[config.mk]
export PLATFORM = sky130hd
export DESIGN_NAME = ehr_fifo_flat
export DESIGN_NICKNAME = d
export VERILOG_FILES = /design/src/rtl/ehr_fifo_if.sv /design/src/rtl/ehr_fifo.sv /design/src/flat_wrapper.sv
export SDC_FILE = /design/constraint.sdc
export NUM_CORES = 1
export LEC_CHECK = 0
export ABC_AREA = 1
export CAP_MARGIN = 25
export CORE_MARGIN = 10
export CORE_UTILIZATION = 54
export CTS_CLUSTER_DIAMETER = 60
export CTS_CLUSTER_SIZE = 12
export DETAILED_ROUTE_END_ITERATION = 8
export PLACE_DENSITY_LB_ADDON = 0.05
export SYNTH_ARGS = -nofsm -noshare
export SYNTH_HDL_FRONTEND = slang
export SYNTH_SLANG_ARGS = --single-unit
[constraint.sdc]
create_clock -name clk -period 2.78 [get_ports clk]
set_clock_uncertainty 0.05 [all_clocks]
set_input_delay 0.417 -clock clk [delete_from_list [all_inputs] [get_ports clk]]
set_output_delay 0.417 -clock clk [all_outputs]
set_load 0.1 [all_outputs]
[src/rtl/ehr_fifo_if.sv]
// ehr_fifo_if: enqueue/dequeue handshake bundle for ehr_fifo.
//   enq_en/enq_data/enq_rdy : producer side request, payload, accept
//   deq_en/deq_data/deq_rdy : consumer side request, head payload, accept
//   clr                     : synchronous flush request
//   count                   : current occupancy
// master drives requests (pipeline stage side); slave is the FIFO.
interface ehr_fifo_if #(
    parameter int unsigned WIDTH = 32,
    parameter int unsigned DEPTH = 4
);
    localparam int unsigned CW = $clog2(DEPTH + 1);

    logic             enq_en;
    logic [WIDTH-1:0] enq_data;
    logic             enq_rdy;
    logic             deq_en;
    logic [WIDTH-1:0] deq_data;
    logic             deq_rdy;
    logic             clr;
    logic [CW-1:0]    count;

    modport master (
        output enq_en, enq_data, deq_en, clr,
        input  enq_rdy, deq_data, deq_rdy, count
    );

    modport slave (
        input  enq_en, enq_data, deq_en, clr,
        output enq_rdy, deq_data, deq_rdy, count
    );
endinterface

[src/rtl/ehr_fifo.sv]
// ehr_fifo: depth-configurable FIFO with EHR-style enq/deq ordering.
//   MODE 0 pipeline      : deq ordered before enq (full FIFO accepts enq with deq)
//   MODE 1 bypass        : enq ordered before deq (empty FIFO passes data through)
//   MODE 2 conflict-free : enq and deq ports independent
// Ports:
//   clk   : clock, all state updates on rising edge
//   rst_n : synchronous active-low reset (pointers and count only)
//   bus   : ehr_fifo_if slave (enq/deq handshake, clr flush, count)
module ehr_fifo #(
    parameter int unsigned WIDTH = 32,
    parameter int unsigned DEPTH = 4,
    parameter int unsigned MODE  = 0
) (
    input logic        clk,
    input logic        rst_n,
    ehr_fifo_if.slave  bus
);
    localparam int unsigned CW = $clog2(DEPTH + 1);
    localparam int unsigned PW = (DEPTH > 1) ? $clog2(DEPTH) : 1;

    logic [WIDTH-1:0] r_mem [DEPTH];
    logic [PW-1:0]    r_head;
    logic [PW-1:0]    r_tail;
    logic [CW-1:0]    r_count;

    logic w_full;
    logic w_empty;
    logic w_enq_rdy;
    logic w_deq_rdy;
    logic w_enq_fire;
    logic w_deq_fire;
    logic w_bypass;
    logic w_enq_upd;
    logic w_deq_upd;

    // Explicit wrap so non-power-of-two depths work.
    function automatic logic [PW-1:0] next_ptr(input logic [PW-1:0] p);
        return (p == PW'(DEPTH - 1)) ? '0 : p + PW'(1);
    endfunction

    assign w_full  = (r_count == CW'(DEPTH));
    assign w_empty = (r_count == '0);

    // Ready generation; the cross terms give the EHR ordering per mode.
    always_comb begin
        w_enq_rdy = !w_full;
        w_deq_rdy = !w_empty;
        if (MODE == 0) begin
            w_enq_rdy = !w_full || (bus.deq_en && !w_empty);
        end else if (MODE == 1) begin
            w_deq_rdy = !w_empty || bus.enq_en;
        end
    end

    assign w_enq_fire = bus.enq_en && w_enq_rdy;
    assign w_deq_fire = bus.deq_en && w_deq_rdy;

    // Empty pass-through: the entry never lands in storage.
    assign w_bypass  = (MODE == 1) && w_empty && w_enq_fire && w_deq_fire;
    assign w_enq_upd = w_enq_fire && !w_bypass;
    assign w_deq_upd = w_deq_fire && !w_bypass;

    assign bus.enq_rdy  = w_enq_rdy;
    assign bus.deq_rdy  = w_deq_rdy;
    assign bus.count    = r_count;
    assign bus.deq_data = ((MODE == 1) && w_empty) ? bus.enq_data : r_mem[r_head];

    // Pointer/occupancy state; reset wins over clr, clr wins over traffic.
    always_ff @(posedge clk) begin
        if (!rst_n) begin
            r_head  <= '0;
            r_tail  <= '0;
            r_count <= '0;
        end else if (bus.clr) begin
            r_head  <= '0;
            r_tail  <= '0;
            r_count <= '0;
        end else begin
            if (w_enq_upd) begin
                r_tail <= next_ptr(r_tail);
            end
            if (w_deq_upd) begin
                r_head <= next_ptr(r_head);
            end
            if (w_enq_upd && !w_deq_upd) begin
                r_count <= r_count + CW'(1);
            end else if (!w_enq_upd && w_deq_upd) begin
                r_count <= r_count - CW'(1);
            end
        end
    end

    // Storage is not reset; contents are only meaningful behind count.
    always_ff @(posedge clk) begin
        if (w_enq_upd) begin
            r_mem[r_tail] <= bus.enq_data;
        end
    end
endmodule

[src/flat_wrapper.sv]
// flat-port wrapper written by rule: the top's interface ports become plain ports
module ehr_fifo_flat 
#(
    parameter int unsigned WIDTH = 32,
    parameter int unsigned DEPTH = 4,
    parameter int unsigned MODE  = 0
)
  (clk, rst_n, bus_enq_en, bus_enq_data, bus_deq_en, bus_clr, bus_enq_rdy, bus_deq_data, bus_deq_rdy, bus_count);
  ehr_fifo_if #(.WIDTH(WIDTH), .DEPTH(DEPTH)) bus_i ();
  input logic clk;
  input logic rst_n;
  input wire logic [$bits(bus_i.enq_en)-1:0] bus_enq_en;
  input wire logic [$bits(bus_i.enq_data)-1:0] bus_enq_data;
  input wire logic [$bits(bus_i.deq_en)-1:0] bus_deq_en;
  input wire logic [$bits(bus_i.clr)-1:0] bus_clr;
  output wire logic [$bits(bus_i.enq_rdy)-1:0] bus_enq_rdy;
  output wire logic [$bits(bus_i.deq_data)-1:0] bus_deq_data;
  output wire logic [$bits(bus_i.deq_rdy)-1:0] bus_deq_rdy;
  output wire logic [$bits(bus_i.count)-1:0] bus_count;
  assign bus_i.enq_en = bus_enq_en;
  assign bus_i.enq_data = bus_enq_data;
  assign bus_i.deq_en = bus_deq_en;
  assign bus_i.clr = bus_clr;
  assign bus_enq_rdy = bus_i.enq_rdy;
  assign bus_deq_data = bus_i.deq_data;
  assign bus_deq_rdy = bus_i.deq_rdy;
  assign bus_count = bus_i.count;
  ehr_fifo #(.WIDTH(WIDTH), .DEPTH(DEPTH), .MODE(MODE)) u_core (.clk(clk), .rst_n(rst_n), .bus(bus_i));
endmodule
==> impl.org, run 1 <==
** Run status
- Result of the run :: completed

** Setup path
- The worst setup path is of the reg -> out kind.
- Along the worst path, the maximum fanout reaches 42.
- Arrival time worst endpoint :: 2150 ps
- Crit. End Element :: primary output
- Kind of start point of the critical path :: flip-flop
- Data required, critical path :: 2310 ps

** Detailed routing
- In the routed layout, each cell is associated on average with a via count of 5.223.
- Routed signal wires occupy layers up through met4.
- Starting DRC count in detailed routing :: 296
- The detailed router put a total of 4516 um of wire on met1.
- Summing over every cut layer, the via total after detailed routing is 3202.
- Met3 wire length :: 478 um
- Initial DRT Pass Iterations :: 5
- In this run the remaining antenna-violating nets after routing total 0.
- The routed design has 10430 um of wire.
- Detail-routed net length per standard cell :: 17.02 um
- Detailed-routed wire length on met2 :: 5308 um
- DRC violation count after routing :: 0

** Die
- The core region is 9639 um^2.
- The die covers 14150 um^2.
- The die is 118.9 um tall.
- Initial standard-cell utilization of the core :: 54.84%
- 74 I/O pins were placed.
- Row generation in the floorplan step produced 36 rows.
- From left edge to right edge, the die measures 118.9 um.

** GRT
- Entering global routing, the biggest net connects 65 pins.
- The first global-routing pass estimated 17110 um of wire.
- Global routing finished with a remaining overflow of 0.
- The number of global-route vias before repair is 3288.
- Global routing used 15.32% of the available tracks across all layers.
- Number of antenna violations at the first check in global routing :: 0

** Worst hold path
- The path class of the tightest hold or removal check is reg -> reg.

** CTS
- In this run, CTS created clock tree buffers numbering 17.
- In this run the post-CTS setup repair buffer count came out at 0.
- TritonCTS Sinks :: 137
- The clock passes through at most 2 buffers.
- Clock-pin slew on the worst setup and hold paths :: 60 ps
- TritonCTS built the clock tree.
- Number of gates resized after CTS :: 1
- After clock tree synthesis, the flow added hold-fix buffers numbering 0.
- The later pin in the worst-skew pair is clocked with a latency of 510 ps.
- Clk root buf :: clkbuf_8
- CTS built an H-tree with a depth of 4.

** Power and ir drop
- Dividing total power by cell area gives a power density of 780.4 nW/um^2.
- Static leakage :: 2.495 nW
- Share of total power in the clock network :: 36.9%
- VDD sags by at most 553.6 uV.
- Reg power frac :: 43.1%
- Power after layout :: 5.467 mW
- Share of power burned in combinational logic :: 20.0%
- Switching share of power :: 29.21%
- In this run the power spent charging and discharging nets is 1.597 mW.
- Internal power comes to 3.870 mW.

** Logic synthesis
- After technology mapping, the gate count stands at 383.
- Of all flip-flops after synthesis, the portion carrying an async set or reset was 0%.
- Yosys reg bits :: 137
- Counting flops with a built-in enable in the synthesized netlist gives 128.
- Fraction of synthesized cell area taken by the top area cell type :: 72.71%
- Part of the Yosys area used for sequential elements :: 76.12%
- Yosys Warn Count :: 0
- Post-synthesis instance area :: 5286 um^2
- Commonest cells in the netlist :: 128 x edfxtp_1, 81 x nor2_1, 38 x o21ai_0
- Yosys attributes the largest share of cell area to edfxtp_1 73%, nor2_1 5.8%, o22ai_1 3.8%.
- Cell type with the highest aggregate area in the netlist :: edfxtp_1
- edfxtp_1 is the most common cell in the netlist.
- Mean area per synthesized cell :: 13.80 um^2
- The number of nets handed over by synthesis was 427.
- Number of library cell types mapped by synthesis :: 19
- The most used flip-flop cell after synthesis is edfxtp_1.

** Timing
- Final Hold Vio Count :: 0
- Transition at the pin with the smallest max-transition slack :: 583.5 ps
- The total count of max-transition violations in the final report was 0.
- Shortest period the worst path allows :: 2614 ps
- Final total negative setup slack :: 0 ps
- Unrepaired setup endpoints after global routing :: false
- Period utilization :: 94.03%
- Setup violations remaining at the end of the flow were counted as 0.
- In this run the tightest slew margin relative to its limit is 61.04%.
- Derived from the worst setup path, the maximum achievable clock frequency is 0.3826 GHz.

** Cells and area
- The layout has 679 filler cells.
- The final layout contains 511 nets.
- Compared with the post-synthesis result, the final layout area differs by 32.52%.
- For this run, the share of the core covered by cells in the final layout is 72.68%.
- Fraction of final layout cells with drive strength greater than 1 :: 18.96%
- Antenna diode instance count :: 0
- Final non-filler cell total :: 613

** Flow run
- Maximum capacitance violations :: 0

** Place
- Counting tap cells, the placed design contains a total of 581 instances.
- At the end of routability-driven placement, the weighted congestion stood at 0.7129.
- The HPWL after detailed placement is 6374 um.
- Number of buffers inserted by port buffering :: 73
kinds of logic (layout without fill, tap and decap cells):
group	count (synthesis)	count (layout)	synth area share, %
flops	137	137	76.12
buf+inv	38	135	4.473
compound gates	102	102	10.41
simple gates	99	99	7.195
fa+ha+maj	7	7	1.799
cell type report:
| cell class | count | area (um^2) | area share, % |
|---|---|---|---|
| inverter | 19 | 78.83 | 1.125 |
| timing repair buffer | 84 | 1121 | 16.00 |
| tap | 133 | 166.4 | 2.375 |
| clock inverter | 13 | 125.1 | 1.786 |
| sequential | 137 | 4031 | 57.55 |
| clock buffer | 19 | 421.7 | 6.019 |
| multi-input combinational | 208 | 1061 | 15.15 |
path summary, 6_finish.rpt:
check / from / end / slack, ps / cells after the start
worst max-delay path: flip-flop / bus_deq_data[11] / 170 / 4
worst min-delay path: u_core.bus.count[0] / u_core.bus.count[0] / 450 / 2
worst max register to register: u_core.bus.count[0] / u_core.bus.count[1] / 750 / 9
worst min register to register: u_core.bus.count[0] / u_core.bus.count[0] / 450 / 2
per-layer routing:
metal  GRT usage [%]  up-vias
met2           25.59       62
met5               0        -
li1                -     1572
met4           5.878        0
met3           5.102       13
met1           17.99     1555
registers in the layout (all words and copies together), names as in the netlist, named ones only:
name              count
u_core.bus.count      3
u_core.r_head         2
u_core.r_mem        128
u_core.r_tail         2
through the flow:
stage	hold slack (ps)	area [um^2]	setup WS, ps
2_1_floorplan	421.8	5325	24.65
3_3_place_gp	433.2	6456	338.7
3_5_place_dp	440.9	6456	287.6
4_1_cts	451.6	7005	168.7
5_1_grt	473.4	7005	62.91
6_report	448.0	7005	166.0
critical path, cell delays in order (launching register included):
cell     delay (ps)
dfxtp_4         640
buf_4           290
o21ai_0         110
o22ai_1         350
buf_12          230
layout by cell type (no fill, tap or decap), drive strengths merged:
master / count
ha: 6
dfxtp: 9
o21ai: 66
nand2: 12
nor2: 81
a21oi: 4
inv: 20
clkbuf: 19
fa: 1
or2: 1
o22ai: 32
nand3: 5
clkdlybuf4s50: 36
buf: 48
bufinv: 1
clkinvlp: 5
edfxtp: 128
clkinv: 6
power by group through the flow:
| stage | combinational (mW) | clock (mW) | sequential [mW] |
|---|---|---|---|
| 2_1_floorplan | 0.672 | 0 | 2.42 |
| 3_3_place_gp | 1.09 | 0 | 2.40 |
| 3_5_place_dp | 1.10 | 0 | 2.40 |
| 4_1_cts | 1.10 | 2.05 | 2.36 |
| 5_1_grt | 1.14 | 2.15 | 2.36 |
| 6_report | 1.09 | 2.02 | 2.36 |
(Power assumes the default switching activity.)
==> inputs of run 2 (changes only) <==
Settings changed: CORE_ASPECT_RATIO from default to 1.25, SLEW_MARGIN from default to 30.
==> impl.org, run 2 (synthesized netlist as in run 1, its figures left out) <==
** CTS
- Clock-pin slew on the worst setup and hold paths :: 60 ps (about the same)
- CTS Hold Bufs :: 0 (unchanged)
- Post-CTS repair timing setup buffer count :: 0 (unchanged)
- The clock latency reported for the late side of the worst-skew pair is 410 ps (-100 ps).
- TritonCTS built the clock tree.
- Number of buffers between clock root and the deepest sink :: 2 (unchanged)
- Number of gates resized after CTS :: 0 (-1)
- In this run the clock root is driven by a clkbuf_16.
- TritonCTS Sinks :: 137 (unchanged)
- Clock buffers created by TritonCTS :: 17 (unchanged)
- The H-tree depth was 4 (unchanged).

** Worst hold path
- Tightest Hold Check Type :: reg -> reg
- Hold Path Depth :: 2 (unchanged)

** Flow run
- The number of max-cap violations came to 0 (unchanged).

** Detailed routing
- Starting DRC count in detailed routing :: 178 (-40%)
- Routed Wire Length :: 10880 um (+4.3%)
- DRC violation count after routing :: 0 (unchanged)
- The via count is 3245 (+1.3%).
- Detail-routed net length per standard cell :: 17.95 um (+5.5%)
- The final antenna-violating net count was 0 (unchanged).
- The vias per cell was 5.355 (+2.5%).
- The first-pass iteration count of the detailed router is 4 (-1).

** Cells and area
- The final core utilization was 73.84% (+1.2 points).
- Most frequent standard cell in the layout excluding fill and tap cells :: edfxtp_1
- Fraction of final layout cells with drive strength greater than 1 :: 19.17% (+0.21 points)
- The antenna diode count came to 0 (unchanged).
- Growth of design area from synthesis to finish :: 34.22%
- The post-layout instance count excluding filler cells was 606 (-1.1%).
- Leaving out fill and tap cells, the most frequent cells in the layout are 128 x edfxtp_1, 77 x nor2_1, 38 x o21ai_0.
- The layout net count is 511 (unchanged).
- The flip-flop count of the largest register after layout was 128 (unchanged).
- The number of fill cells is 638 (-6.0%).
- Top reg by flops :: u_core.r_mem

** Setup path
- The largest fanout of any net on the critical path is 24 (-43%).
- The required time of the critical path was 2310 ps (about the same).
- Kind of start point of the critical path :: flip-flop
- The setup path with the least slack is of type reg -> out.
- The depth of the worst register-to-register path is 9 (unchanged).
- Arrival time worst endpoint :: 2120 ps (-30 ps)
- STA classifies the critical path endpoint as a primary output.

** GRT
- Total overflow reported by the global router :: 0 (unchanged)
- Number of antenna violations at the first check in global routing :: 0 (unchanged)
- Via count of the first global-routing pass :: 3308 (+0.61%)
- First-pass GRT wire length :: 16990 um (-0.65%)
- Pin count of the biggest net entering global routing :: 65 (unchanged)
- Total GRT Usage :: 15.86% (+0.55 points)

** Timing
- Count of final setup violators :: 0 (unchanged)
- Period utilization :: 93.07% (-0.96 points)
- Shortest period the worst path allows :: 2587 ps (-26.76 ps)
- The final setup slack of the worst path is 192.8 ps (+26.76 ps).
- The final count of hold timing violations is 0 (unchanged).
- Unrepaired setup endpoints after global routing :: false
- The maximum clock rate was 0.3865 GHz (+1.0%).
- The total count of max-transition violations in the final report came to 0 (unchanged).
- Rel. slew slack :: 57.99% (-3.1 points)
- The pin slew with the least headroom to its limit came to 630.1 ps (+46.60 ps).
- The setup total negative slack is 0 ps (unchanged).

** Place
- Number of buffers inserted by port buffering :: 73 (unchanged)
- DP Wirelength :: 6481 um (+1.7%)
- The setup slack after placement came to 389.5 ps (+101.9 ps).
- Routability cong. :: 0.7154 (+0.35%)
- The cell total after placement came to 574 (-1.2%).

** Power and ir drop
- Static leakage :: 2.554 nW (+2.4%)
- The final total power came to 5.793 mW (+6.0%).
- The power density over cell area is 816.5 nW/um^2 (+4.6%).
- The largest voltage drop on the vdd net was 622.5 uV (+12%).

** Die
- Number of rows created at floorplan :: 40 (+11%)
- The height of the die was 130.6 um (+9.8%).
- Initial standard-cell utilization of the core :: 55.01% (+0.17 points)
- Horiz. Die Dim :: 108.5 um (-8.8%)
- The standard cell core area was 9609 um^2 (-0.31%).
- The total I/O pin count came to 74 (unchanged).
- Overall die area :: 14170 um^2 (+0.18%)

** Run status
- Result of the run :: completed
[run 2: cell types whose count changed in the layout (fill, tap and decap cells not counted), sizes merged]
| cell | previous run | this run |
|---|---|---|
| clkbuf | 19 | 17 |
| clkinvlp | 5 | 2 |
| bufinv | 1 | 4 |
| inv | 20 | 22 |
[run 2: final timing paths]
check | startpoint | end | slack (ps)
setup / recovery | flip-flop | bus_deq_data[16] | 190
hold / removal | u_core.bus.count[0] | u_core.bus.count[0] | 450
setup reg to reg | u_core.bus.count[0] | u_core.bus.count[1] | 840
hold reg to reg | u_core.bus.count[0] | u_core.bus.count[0] | 450
[run 2: metal layers]
layer | GRT usage [%] | share of wire, % | vias to the layer above | wire (um)
met3 | 6.418 | 5.9 | 6 | 643
met5 | 0 | 0 | - | 0
met2 | 25.89 | 52 | 86 | 5639
met4 | 5.517 | 0.94 | 0 | 102
met1 | 18.61 | 41 | 1579 | 4494
li1 | - | - | 1574 | -
[run 2: power breakdown]
part | leakage (nW) | switching, mW | internal [mW]
clock network | 0.301 | 0.833 | 1.50
registers | 1.25 | 0.0248 | 2.33
logic | 1.00 | 0.749 | 0.354
[run 2: through the flow]
| stage | area, um^2 | hold slack [ps] |
|---|---|---|
| 2_1_floorplan | 5325 | 421.8 |
| 3_3_place_gp | 6472 | 433.8 |
| 3_5_place_dp | 6472 | 438.6 |
| 4_1_cts | 7096 | 448.3 |
| 5_1_grt | 7096 | 486.2 |
| 6_report | 7096 | 446.4 |
[run 2: final cells by class]
cell class	count	area, um^2	area share, %
sequential	137	4029	56.78
timing repair buffer	84	1146	16.15
multi-input combinational	208	1061	14.95
clock buffer	17	425.4	5.995
clock inverter	15	197.7	2.786
tap	126	157.7	2.222
inverter	19	78.83	1.111
[run 2: worst max-delay path: stages (launching register included)]
cell	delay [ps]
dfxtp_2	660
buf_4	350
o21ai_0	140
o22ai_1	340
buf_12	220
==> inputs of run 3 (changes only) <==
Settings changed: RECOVER_POWER from default to 50.
==> impl.org, run 3 (synthesized netlist as in run 1, its figures left out) <==
** GRT
- Via count of the first global-routing pass :: 3308 (unchanged)
- Total overflow reported by the global router :: 0 (unchanged)
- Pin count of the biggest net entering global routing :: 65 (unchanged)
- Number of antenna violations at the first check in global routing :: 0 (unchanged)
- First-pass GRT wire length :: 16990 um (unchanged)
- Total GRT Usage :: 15.86% (unchanged)

** Setup path
- Kind of start point of the critical path :: flip-flop
- The critical path is of the reg -> out type.
- The arrival time at the worst endpoint was 2120 ps (about the same).
- Worst-path maximum fanout :: 24 (unchanged)
- The worst setup path is captured at a primary output.
- The required time of the critical path was 2310 ps (about the same).

** Timing
- Period utilization :: 92.89% (-0.17 points)
- Rel. slew slack :: 21.88% (-36 points)
- The final count of hold timing violations is 0 (unchanged).
- Final total negative setup slack :: 0 ps (unchanged)
- The final number of setup-violating endpoints came to 0 (unchanged).
- The final critical delay including setup and external delays was 2582 ps (-4.755 ps).
- Transition at the pin with the smallest max-transition slack :: 1177 ps (+546.7 ps)
- Upper clock frequency limit :: 0.3872 GHz (+0.18%)
- Unrepaired setup endpoints after global routing :: false
- Total count of max-transition violations in the final report :: 0 (unchanged)

** Die
- Overall die area :: 14170 um^2 (unchanged)
- Horiz. Die Dim :: 108.5 um (unchanged)
- The total I/O pin count is 74 (unchanged).
- The effective utilization at floorplan came to 55.01% (unchanged).
- Die height :: 130.6 um (unchanged)
- Core footprint :: 9609 um^2 (unchanged)
- The number of standard-cell rows in the floorplan came to 40 (unchanged).

** CTS
- The buffer count from post-CTS setup fixing was 0 (unchanged).
- CTS Hold Bufs :: 0 (unchanged)
- In this run the clock root is driven by a clkbuf_16.
- Insertion delay of the later-clocked pin in the worst-skew pair :: 410 ps (about the same)
- H-Tree Level Count :: 4 (unchanged)
- The total clock sinks is 137 (unchanged).
- The number of buffers on the longest clock path was 2 (unchanged).
- The number of CTS-inserted buffers is 17 (unchanged).
- The post-cts repair resize count came to 0 (unchanged).
- The clock transition at the register clock pins on the worst setup and hold paths after CTS came to 60 ps (about the same).
- Clock tree from TritonCTS :: yes

** Detailed routing
- Starting DRC count in detailed routing :: 172 (-3.4%)
- Vias :: 3249 (+0.12%)
- The final antenna-violating net count was 0 (unchanged).
- The total wire length is 10850 um (-0.31%).
- The average detailed-routed wire length per instance came to 17.90 um (-0.31%).
- The vias per cell is 5.361 (+0.12%).
- DRC violation count after routing :: 0 (unchanged)
- Initial DRT Pass Iterations :: 4 (unchanged)

** Power and ir drop
- The static power due to leakage was 2.534 nW (-0.78%).
- The power density over cell area came to 817.1 nW/um^2 (about the same).
- The final total power is 5.774 mW (-0.33%).
- Worst vdd ir :: 620.5 uV (-0.33%)

** Cells and area
- Antenna diode instance count :: 0 (unchanged)
- The layout net count came to 511 (unchanged).
- The final standard cell area without fillers was 7067 um^2 (-0.41%).
- The area growth from synthesis to layout is 33.68%.
- The final core utilization was 73.54% (-0.30 points).
- The library cell used most frequently in the layout, excluding fill and tap cells, is edfxtp_1.
- Top reg by flops :: u_core.r_mem
- Fraction of final layout cells with drive strength greater than 1 :: 17.50% (-1.7 points)
- Number of flip-flops in the largest register :: 128 (unchanged)
- Final non-filler cell total :: 606 (unchanged)
- Commonest cells after routing, fill and taps aside :: 128 x edfxtp_1, 77 x nor2_1, 38 x o21ai_0
- Number of inserted filler cells in the final layout :: 644 (+0.94%)

** Place
- DP Wirelength :: 6481 um (unchanged)
- Post-DP Area :: 6472 um^2 (unchanged)
- The number of port buffers was 73 (unchanged).
- Cell count after placement :: 574 (unchanged)
- The last weighted congestion value of the routability-driven placer came to 0.7154 (unchanged).

** Run status
- Result of the run :: completed

** Worst hold path
- Tightest Hold Check Type :: reg -> reg

** Flow run
- The number of max-cap violations was 0 (unchanged).
[run 3: changes by cell type in the layout (fill, tap and decap cells not counted)]
cell	before	now
clkbuf_1	0	7
nand2_1	10	11
nand2_2	2	1
buf_4	14	7
dlygate4sd3_1	0	34
clkdlybuf4s50_1	36	2
[run 3: area by class of cell]
cell class / instances / area (um^2) / share of cell area, %
clock inverters: 15 / 197.7 / 2.797
clock buffers: 17 / 425.4 / 6.020
repair buffers: 84 / 1120 / 15.85
inverters: 19 / 78.83 / 1.115
well taps: 126 / 157.7 / 2.231
multi-input cells: 208 / 1059 / 14.98
flip-flops and latches: 137 / 4029 / 57.01
[run 3: metal layers]
layer / vias to the layer above / GRT usage, % / wire length [um]
met5: - / 0 / 0
li1: 1574 / - / -
met2: 92 / 25.89 / 5638
met4: 0 / 5.517 / 113
met3: 7 / 6.418 / 654
met1: 1576 / 18.61 / 4439
[run 3: metrics by stage]
step / hold WS [ps] / worst slack [ps]
after global placement: 433.8 / 429.9
after floorplan: 421.8 / 24.65
after CTS: 448.3 / 146.2
after global routing: 485.0 / 9.631
after detailed placement: 438.6 / 389.5
final: 446.1 / 197.5
[run 3: final timing paths]
| path | from | to | slack, ps | cells past startpoint |
|---|---|---|---|---|
| setup / recovery | flip-flop | bus_deq_data[16] | 200 | 4 |
| hold / removal | u_core.bus.count[0] | u_core.bus.count[0] | 450 | 2 |
| setup reg to reg | u_core.bus.count[2] | u_core.r_mem[0][24] | 670 | 7 |
| hold reg to reg | u_core.bus.count[0] | u_core.bus.count[0] | 450 | 2 |
[run 3: power by group]
part	internal [mW]	total (mW)	switching, mW	leakage, nW
sequential	2.33	2.36	0.0246	1.25
clock	1.50	2.33	0.830	0.301
combinational	0.338	1.09	0.749	0.983
total	4.17	5.77	1.60	2.53
[run 3: worst max-delay path: stages (launching register included)]
cell and delay (ps):
dfxtp_2 660, buf_4 350, o21ai_0 140, o22ai_1 340, buf_12 230
==> variant: new RTL, settings of run 3 <==
Make the reset (`rst_n`) asynchronous in one clocked block. Comments in the files are not updated.
--- a/src/rtl/ehr_fifo.sv
+++ b/src/rtl/ehr_fifo.sv
@@ -66,7 +66,7 @@
     assign bus.deq_data = ((MODE == 1) && w_empty) ? bus.enq_data : r_mem[r_head];
 
     // Pointer/occupancy state; reset wins over clr, clr wins over traffic.
-    always_ff @(posedge clk) begin
+    always_ff @(posedge clk or negedge rst_n) begin
         if (!rst_n) begin
             r_head  <= '0;
             r_tail  <= '0;
Behaviour: differs if rst_n is asserted again (counterexample within 4 cycles, from zero or initial values and one cycle with rst_n low); with rst_n held inactive, the same outputs for 4 cycles.
==> variant against run 3 <==
Synthesized area is 0.90% lower. Design area is 2.7% higher. Routed wire length is 5.9% higher. Worst setup slack better by 0.070 ns. Highest routed layer unchanged. Synthesized cell count is 2.1% lower. Worst hold slack worse by 0.15 ns. Sequential cell count is 2 lower.
Power is not compared: it rests on default switching activity, and its combinational part moved more than twofold at a synthesized area within 25%.
==> variant: results (changes against run 3) <==
Setup path:
- On the critical path the largest part of the delay comes from buffers and inverters.
- The largest fanout of any net on the critical path is 66 (+180%).
- The master of the slowest instance on the critical path is buf_4.

Synthesis:
- The complex-gate fraction of the synthesized area is 10.8% (+0.43 points).
- The portion of the post-synthesis area used by sequential elements is 76.7% (+0.60 points).
- After synthesis, the most frequently instantiated cells are edfxtp_1 (128), nor2_1 (69), o21ai_0 (66).
- Ranked by total cell area, the synthesized netlist is headed by edfxtp_1 (73%), o21ai_0 (6.3%), nor2_1 (4.9%).
- The post-synthesis net count came to 418 (-2.1%).
- The number of distinct library cell variants in the gate-level netlist after synthesis is 22 (+3).
- The fraction of the mapped netlist area in adder cells is 1.58% (-0.22 points).
- After synthesis, the largest family of logic cells by area is compound AO/OA/AOI/OAI gates.
- The share of synthesized registers carrying an async set or reset is 5.19% (+5.2 points).

Routing:
- The violation count after the first detailed-routing iteration is 222 (+29%).
- The total met3 wirelength after detailed routing is 702 um (+7.3%).
- The aggregate routed wire length is 11,500 um (+5.9%).
- The wire length on met1 is 4460 um (+0.52%).
- The met2 wire length was 6150 um (+9.0%).
- The ratio of routed vias to standard cells was 5.57 (+3.8%).

Run status:
- The flow ran to the end, and the final reports show no timing, DRC or antenna violations.

Timing:
- The measured slew at the worst slew-check pin came to 1.17 ns (-0.00747 ns).

Final layout:
- The number of nets in the final layout is 500 (-2.2%).
- The share of final-layout standard cells stronger than drive strength 1 is 24.7% (+7.2 points).

GRT:
- The via count of the first global-routing pass came to 3,552 (+7.4%).
- The global-route usage over all layers is 17.2% (+1.3 points).
- The largest net degree at the start of global routing is 67 (+3.1%).
- The wire length of the first global-routing pass is 18,300 um (+7.7%).

Placement:
- The half-perimeter wire length after placement is 6950 um (+7.3%).
- The area after detailed placement is 6710 um2 (+3.7%).

Clock network:
- The insertion delay to the later sink of the worst-skew pair is 0.41 ns (about the same).

Min path:
- The tightest min-delay check is of the input port to async pin type.
[variant: cell count changes after synthesis, sizes merged, moves of 2 or more]
cell | run 3 | this run
a21oi | 4 | 2
buf | 18 | 7
clkbuf | 1 | 13
dfrtp | 0 | 7
dfxtp | 9 | 0
inv | 19 | 16
nand3 | 5 | 7
nand4 | 0 | 3
nor2 | 81 | 70
o21ai | 66 | 70
[variant: area by class of cell]
cell class / instances / area share (%)
Clock buffer: 18 / 5.91
Clock inverter: 14 / 2.16
Inverter: 16 / 0.828
Multi-Input combinational cell: 204 / 17.5
Sequential cell: 135 / 55.4
Tap cell: 126 / 2.17
Timing Repair Buffer: 83 / 16.0
[variant: where the power goes]
part | internal [uW] | switching (uW)
Combinational | 1410 | 3170
Sequential | 2420 | 55.4
Clock | 1400 | 798
Total | 5220 | 4020
[variant: logic make-up after synthesis]
kind of cell	after synthesis
AOI/OAI and AO/OA	104
DFF	135
buffers and inverters	36
and+or+nand+nor	94
adders and majority gates	6
[variant: metrics by stage]
| step | power, uW | hold WS, ns | utilization [%] | cells | worst slack (ns) |
|---|---|---|---|---|---|
| 6_report | 9240 | 0.295 | 75.9 | 596 | 0.268 |
| 5_1_grt | 9580 | 0.304 | 75.9 | 596 | 0.154 |
| 2_1_floorplan | 5570 | 0.0714 | - | 375 | 0.0250 |
| 3_3_place_gp | 7100 | 0.571 | 70.2 | 564 | 0.656 |
| 4_1_cts | 9360 | 0.223 | 76.3 | 596 | 0.230 |
| 3_5_place_dp | 7160 | 0.587 | 70.2 | 564 | 0.607 |
[variant: per-layer routing]
metal,track usage (%),vias up
met5,0,-
met4,7.17,0
met3,6.56,15
met2,29.3,105
met1,18.7,1638
li1,-,1559
[variant: final timing paths]
check / endpoint / slack, ns / depth (start not counted)
max: bus_deq_data[27] / 0.27 / 4
min: u_core.bus.count[0]$_DFFE_PN0P_ / 0.29 / 1
max reg2reg: u_core.r_mem[2][21]$_DFFE_PP_ / 0.54 / 5
min reg2reg: u_core.bus.count[0]$_DFFE_PN0P_ / 0.56 / 3
max in group asynchronous: u_core.r_head[0]$_DFFE_PN0P_ / 2.12 / 1
min in group clk: u_core.bus.count[0]$_DFFE_PN0P_ / 0.56 / 3
